<file path="src/rtl/level_sequencer.sv">
// Row/level sequencer for a key-matching rhythm game.
// Define LEVEL_SEQ_STREAK_BONUS_EN to award +5 for a miss-free level.
module level_sequencer #(
  parameter int WINDOW     = 4,
  parameter int LIVES      = 3,
  parameter int NUM_LEVELS = 4
) (
  input  logic        clock,
  input  logic        resetn,
  input  logic        start,
  input  logic        tick,
  input  logic [11:0] keys_in,
  input  logic [71:0] rows_in,
  output logic        level_next,
  output logic        level_clear,
  output logic [2:0]  current_row,
  output logic [11:0] target,
  output logic        hit,
  output logic        miss,
  output logic [7:0]  score,
  output logic [1:0]  lives,
  output logic        busy,
  output logic        game_over,
  output logic        win
);

  localparam logic [2:0] IDLE      = 3'd0;
  localparam logic [2:0] LOAD      = 3'd1;
  localparam logic [2:0] SHOW      = 3'd2;
  localparam logic [2:0] NEXT      = 3'd3;
  localparam logic [2:0] LVL_DONE  = 3'd4;
  localparam logic [2:0] GAME_OVER = 3'd5;
  localparam logic [2:0] WIN       = 3'd6;

  localparam logic [3:0] TICKS      = 4'(WINDOW);
  localparam logic [1:0] LIVES_INIT = 2'(LIVES);
  localparam logic [4:0] LEVELS     = 5'(NUM_LEVELS);

  logic [2:0]  state;
  logic        load_cnt;
  logic [3:0]  tcnt;
  logic [4:0]  level;
  logic [11:0] row_cur;
  logic [11:0] row_nxt;
  logic [7:0]  score_hit;

  function automatic logic [11:0] sel_row(
    input logic [2:0]  idx,
    input logic [71:0] rows
  );
    case (idx)
      3'd0:    return rows[11:0];
      3'd1:    return rows[23:12];
      3'd2:    return rows[35:24];
      3'd3:    return rows[47:36];
      3'd4:    return rows[59:48];
      3'd5:    return rows[71:60];
      default: return 12'h000;
    endcase
  endfunction

  assign row_cur   = sel_row(current_row, rows_in);
  assign row_nxt   = sel_row(current_row + 3'd1, rows_in);
  assign score_hit = (score == 8'hFF) ? score : score + 8'd1;

  assign busy      = !(state == IDLE || state == GAME_OVER
                       || state == WIN);
  assign game_over = (state == GAME_OVER);
  assign win       = (state == WIN);

`ifdef LEVEL_SEQ_STREAK_BONUS_EN
  logic       clean;
  logic [7:0] score_bonus;
  assign score_bonus = (score > 8'd250) ? 8'hFF : score + 8'd5;
`endif

  always_ff @(posedge clock) begin
    if (!resetn) begin
      state       <= IDLE;
      load_cnt    <= 1'b0;
      tcnt        <= 4'd0;
      level       <= 5'd0;
      current_row <= 3'd0;
      target      <= 12'h000;
      score       <= 8'd0;
      lives       <= LIVES_INIT;
      hit         <= 1'b0;
      miss        <= 1'b0;
      level_next  <= 1'b0;
      level_clear <= 1'b0;
`ifdef LEVEL_SEQ_STREAK_BONUS_EN
      clean       <= 1'b1;
`endif
    end else begin
      hit         <= 1'b0;
      miss        <= 1'b0;
      level_next  <= 1'b0;
      level_clear <= 1'b0;
      case (state)
        IDLE, GAME_OVER, WIN: begin
          if (start) begin
            level_clear <= 1'b1;
            score       <= 8'd0;
            lives       <= LIVES_INIT;
            level       <= 5'd0;
            current_row <= 3'd0;
            load_cnt    <= 1'b0;
            state       <= LOAD;
`ifdef LEVEL_SEQ_STREAK_BONUS_EN
            clean       <= 1'b1;
`endif
          end
        end
        LOAD: begin
          if (load_cnt) begin
            state       <= SHOW;
            current_row <= 3'd0;
            tcnt        <= 4'd0;
            target      <= sel_row(3'd0, rows_in);
          end else begin
            load_cnt <= 1'b1;
          end
        end
        SHOW: begin
          target <= row_cur;
          // a hit takes priority over an expiring tick
          if (target != 12'h000 && keys_in == target) begin
            hit    <= 1'b1;
            score  <= score_hit;
            target <= 12'h000;
            state  <= NEXT;
          end else if (tick) begin
            if (target == 12'h000) begin
              state <= NEXT;
            end else if (tcnt + 4'd1 == TICKS) begin
              miss   <= 1'b1;
              lives  <= lives - 2'd1;
              target <= 12'h000;
              state  <= (lives == 2'd1) ? GAME_OVER : NEXT;
`ifdef LEVEL_SEQ_STREAK_BONUS_EN
              clean  <= 1'b0;
`endif
            end else begin
              tcnt <= tcnt + 4'd1;
            end
          end
        end
        NEXT: begin
          if (current_row == 3'd5) begin
            level_next <= 1'b1;
            state      <= LVL_DONE;
          end else begin
            current_row <= current_row + 3'd1;
            tcnt        <= 4'd0;
            target      <= row_nxt;
            state       <= SHOW;
          end
        end
        LVL_DONE: begin
          level <= level + 5'd1;
`ifdef LEVEL_SEQ_STREAK_BONUS_EN
          if (clean) score <= score_bonus;
          clean <= 1'b1;
`endif
          if (level + 5'd1 == LEVELS) begin
            state <= WIN;
          end else begin
            load_cnt <= 1'b0;
            state    <= LOAD;
          end
        end
        default: state <= IDLE;
      endcase
    end
  end

endmodule
</file>
<file path="config.mk">
export PLATFORM = sky130hd
export DESIGN_NAME = level_sequencer
export DESIGN_NICKNAME = d
export VERILOG_FILES = /design/src/rtl/level_sequencer.sv
export SDC_FILE = /design/constraint.sdc
export NUM_CORES = 1
export LEC_CHECK = 0
export ABC_AREA = 1
export BUFFER_PORTS_ARGS = -buffer_cell sky130_fd_sc_hd__buf_2
export CORE_MARGIN = 2
export CORE_UTILIZATION = 57
export DETAILED_ROUTE_END_ITERATION = 8
export PLACE_DENSITY_LB_ADDON = 0.08
export SLEW_MARGIN = 5
export SYNTH_ARGS = -nofsm -noshare
export SYNTH_HDL_FRONTEND = slang
export SYNTH_SLANG_ARGS = --single-unit
</file>
<file path="constraint.sdc">
create_clock -name clock -period 3.9 [get_ports clock]
set_input_delay 0.585 -clock clock [delete_from_list [all_inputs] [get_ports clock]]
set_output_delay 0.585 -clock clock [all_outputs]
set_load 0.01 [all_outputs]
</file>
# Word level (Yosys, flattened, before mapping)
# Index checks and enable logic that the tools add are counted.
# W data, S select, Z words.
classes:
  n_addsub: 5
  multipliers: 0
  div: 0
  n_lt_le_gt_ge: 0
  eq_ne: 34
  n_shift: 0
  muxes: 49
  bitwise: 3
  n_reduce_logical: 27
ops:
  columns: ["op", "n"]
  rows:
  - ["$pmux W12 S6", 2]
  - ["$mux W12", 6]
  - ["$mux W3", 12]
  - ["$pmux W12 S3", 1]
  - ["$mux W4", 6]
  - ["$mux W8", 3]
  - ["$ne A2 B2 Y1 const B", 11]
  - ["$eq A3 B3 Y1 const B", 7]
  - ["$eq A3 B2 Y1 const B", 6]
  - ["$pmux W8 S2", 1]
  - ["$pmux W3 S5", 1]
  - ["$eq A12 B12 Y1", 1]
  - ["$logic_not A12 Y1", 1]
  - ["$pmux W4 S3", 1]
  - ["$reduce_and A4 Y1", 3]
  - ["$reduce_bool A12 Y1", 1]
  - ["$mux W2", 5]
  - ["$pmux W5 S2", 1]
  - ["$eq A3 B1 Y1 const B", 3]
  - ["$logic_not A3 Y1", 3]
  - ["$pmux W3 S3", 1]
  - ["$reduce_bool A3 Y1", 3]
  - ["$add A8 B1 Y8 const B", 1]
  - ["$eq A8 B8 Y1 const B", 1]
  - ["other kinds (24)", 37]
totals:
  ff_bits: 42
  latchBits: 0
  mem_bits_rw: 0
  rom_bits: 0
  input_bits: 88
  memories: 0

# Logic depth before layout (Yosys ltp)
logic_depth:
  depth_word: 7
  mapped_depth: 15
  ltp_nobuf: 14

# Worst setup path before layout
# Ideal clock, no wire load.
synth_timing:
  kind: "flip-flop to flip-flop"
  start: "register current_row[2]"
  end: "register target[8]"
  arrival_ps: 2043
  slack_ps: 1726
  stages_incl_launch_ff: 16
  path_buffers: 2
  period_less_slack_ps: 2174
  cell_sequence: "dfxtp_1 -> inv_1 -> clkbuf_1 -> ha_1 -> clkbuf_1 -> inv_1 -> nand2_1 -> inv_2 -> nand2_1 -> o211ai_1 -> nor2_1 -> nand2_1 -> a21oi_1 -> nand2_1 -> nand2_1 -> a21oi_2"
synth_via:
  elab_chain_len: 7
synth_lines:
  columns: ["element", "line", "rtl"]
  rows:
  - ["start: declaration", "16", "output logic [2:0] current_row,"]
  - ["start signal: assignment", "153", "current_row <= current_row + 3'd1;"]
  - ["branches (longest 7 deep; another with $add A3 B1 Y3)", null, null]
  - ["end signal: assignment", "119", "target <= sel_row(3'd0, rows_in);"]
  - ["end signal: assignment", "125", "target <= row_cur;"]
  - ["end signal: assignment", "155", "target <= row_nxt;"]
  - ["end: declaration", "17", "output logic [11:0] target,"]
# Several ways; the timed one is not identified. The select of a mux whose other input is x is not followed.
# A chain may end at the register's enable or synchronous reset.

# Final worst setup path
layout_timing:
  start: "register current_row[2]"
  end: "register target[5]"
# Same word-level chain as after synthesis.

==> results by group <==
Setup path
  – Crit path buffers/inverters: 2
  – Arrival time at the worst endpoint: 2.96 ns
  – Crit end category: register
  – Critical Path, Cell by Cell: inv_1 -> ha_1 -> nor2_2 -> inv_1 -> o21ai_0 -> nor2_1 -> nand2_1 -> a21oi_1 -> nand2_1 -> nand2_1 -> a21oi_1
  – CP required: 4.09 ns
  – Max stage delay cell, worst path: ha_1
  – Crit-path max cell delay: 0.50 ns
  – Setup Crit Path Kind: reg2reg
  – Most used cell, CP: nand2_1
  – Cell family with most CP delay: simple AND/OR/NAND/NOR gates
  – CP max FO: 22
  – Startpoint Class: register

CTS
  – H-tree depth: 2
  – CTS Root Cell: clkbuf_8
  – Post-CTS Setup Repair Bufs: 0
  – Longest Clk Path Bufs: 2
  – Inserted Clock Buffers: 5
  – CTS tree: built
  – Worst-path clk slew: 0.08 ns
  – Post-cts resize count: 0
  – Clock Latency Late Sink: 0.29 ns
  – CTS Sinks: 42
  – Cts-stage hold buffer count: 0

STA
  – Max-slew headroom: 35.4%
  – Slew Limit Fails: 0
  – RSZ-0062 raised after global routing: no
  – Final worst slack: 1.13 ns
  – Count of final hold-check violations: 0
  – Maximum clock frequency: 361 MHz
  – Final setup TNS: 0 ns
  – Tightest Pin Transition: 0.963 ns
  – Post-layout min period: 2.77 ns
  – Layout Skew: 0.00852 ns
  – Setup Viol. Count Final: 0
  – Period utilisation layout: 71.1%

Logic synthesis
  – Mean Syn Cell Area: 5.48 um^2
  – Post-synthesis cell area: 3920 um^2
  – Synth Net Count: 818
  – Count leader, synth: nand2_1
  – Asr flop ratio synth: 0%
  – Post-synth EDFFs: 0
  – Most area-consuming cells after synthesis: nand2_1, dfxtp_1, a21oi_1
  – Cells after Synth: 716
  – Count of different cell masters after synthesis: 39
  – Sequential area share after synthesis: 21.4%
  – Yosys top cell by area: nand2_1
  – Post-synthesis register bit count: 42
  – Post-synth top cells: nand2_1, inv_1, nor2_1
  – Yosys warning count: 0
  – Yosys top cell area share: 28.0%
  – Post-synth top flop: dfxtp_1

Die
  – Floorplan core area: 6720 um^2
  – Rows: 30
  – Die width: 87.0 um
  – Initial Util: 58.4%
  – Die area: 7560 um^2
  – Die height: 87.0 um
  – Boundary Pins: 120

Routing
  – DR iter-0 viols: 315
  – Detail Route Antenna Nets: 0
  – Via count: 4,985
  – WL/cell: 13.7 um
  – Routed WL: 12.4 mm
  – DR vias/cell: 5.54
  – DRT Pass-1 Iters: 7
  – # DRC: 0

Place
  – Dpl cells: 892
  – Placer congestion estimate: 1.00
  – Hpwl dp: 9.59 mm
  – IO buf count: 119
  – Pre-CTS WS: 1.19 ns

GRT
  – Largest net degree at the start of global routing: 35
  – Total gr overflow: 0
  – Total Routing Usage GR: 33.0%
  – Global-route wire length before repair: 20.3 mm
  – Number of global-route vias before repair: 4,714
  – Initial antenna violation count: 0

Finish
  – Non-Filler Instances: 900
  – # diodes: 0
  – Area grow syn2layout: 17.0%
  – Layout cells sized above 1: 17.9%
  – NumNets Final: 921

Status
  – Outcome: finished, final reports clean

Min path
  – Hold WC Path Type: reg2reg

Power and ir drop
  – Power Total: 2.83 mW
  – Maximum vdd ir drop: 0.430 mV
  – Leak Pwr: 2.43 nW
  – PwrDens: 617 nW/um^2

Job
  – Max-cap violations: 0
## final timing paths
path / start / end / slack [ns] / cells after the start
worst max register to register: current_row[2]$_SDFFE_PN0P_ / target[5]$_SDFFE_PN0P_ / 1.13 / 11
worst min register to register: level[4]$_SDFFE_PN0P_ / level[4]$_SDFFE_PN0P_ / 0.48 / 2
worst min-delay path: level[4]$_SDFFE_PN0P_ / level[4]$_SDFFE_PN0P_ / 0.48 / 2
worst max-delay path: current_row[2]$_SDFFE_PN0P_ / target[5]$_SDFFE_PN0P_ / 1.13 / 11
## cell type report
type	count	area, um^2
Tap cell	80	100
Clock inverter	2	13.8
Inverter	80	302
Multi-Input combinational cell	571	2660
Timing Repair Buffer	119	596
Clock buffer	6	72.6
Sequential cell	42	841
Fill cell	660	2130
## kinds of logic (layout without fill, tap and decap cells)
group	Yosys count	in the layout	synth area share [%]
AOI/OAI and AO/OA	104	104	14.5
xor gates and xnor gates	11	11	2.46
adders and majority gates	14	14	4.47
buffers and inverters	103	207	10.7
DFF	42	42	21.4
and+or+nand+nor	442	442	46.4
## metrics by stage
step,hold slack [ns],cell area [um^2],util [%]
final,0.482,4590,68.3
after global routing,0.506,4590,68.3
after CTS,0.485,4590,68.3
after detailed placement,0.472,4500,67.0
after global placement,0.462,4500,67.0
after floorplan,0.452,3920,-
## placed cells by master, fill, tap and decap left out, drive strengths merged
cell type	count
o22ai	1
inv	77
xor2	5
clkbuf	6
dfxtp	42
nand2	298
nand2b	1
nand4	10
xnor2	6
nor2	69
ha	14
o21a	1
a21oi	62
nand3b	2
a21boi	1
or2	1
a22oi	1
clkinv	5
buf	119
o211ai	6
nand3	56
nor3	5
o21ai	29
a211oi	3
## tightest hold or removal path, stage by stage (launching register included)
cell     delay [ns]
dfxtp_1        0.32
nand2_1        0.06
a21oi_1        0.05
## flip-flops by register name, indices dropped and copies added (netlist names), 2 cells and up
name	flops
level	5
state	3
target	12
score	8
current_row	3
lives	2
tcnt	4
## report_power, final
part           switching (mW)  internal [mW]  leakage [nW]
clock                   0.152          0.126        0.0452
combinational            1.27          0.619          2.04
sequential              0.145          0.519         0.341
## per-layer routing
layer  vias up  part of all wire [%]  global-route usage [%]
met5         -                     0                       0
met4         0                   3.7                    14.1
met3        47                   7.6                    3.70
met2       237                    49                    58.5
met1      2231                    39                    40.1
li1       2470                     -                       -
No activity file was read; power rests on OpenSTA's default activity.
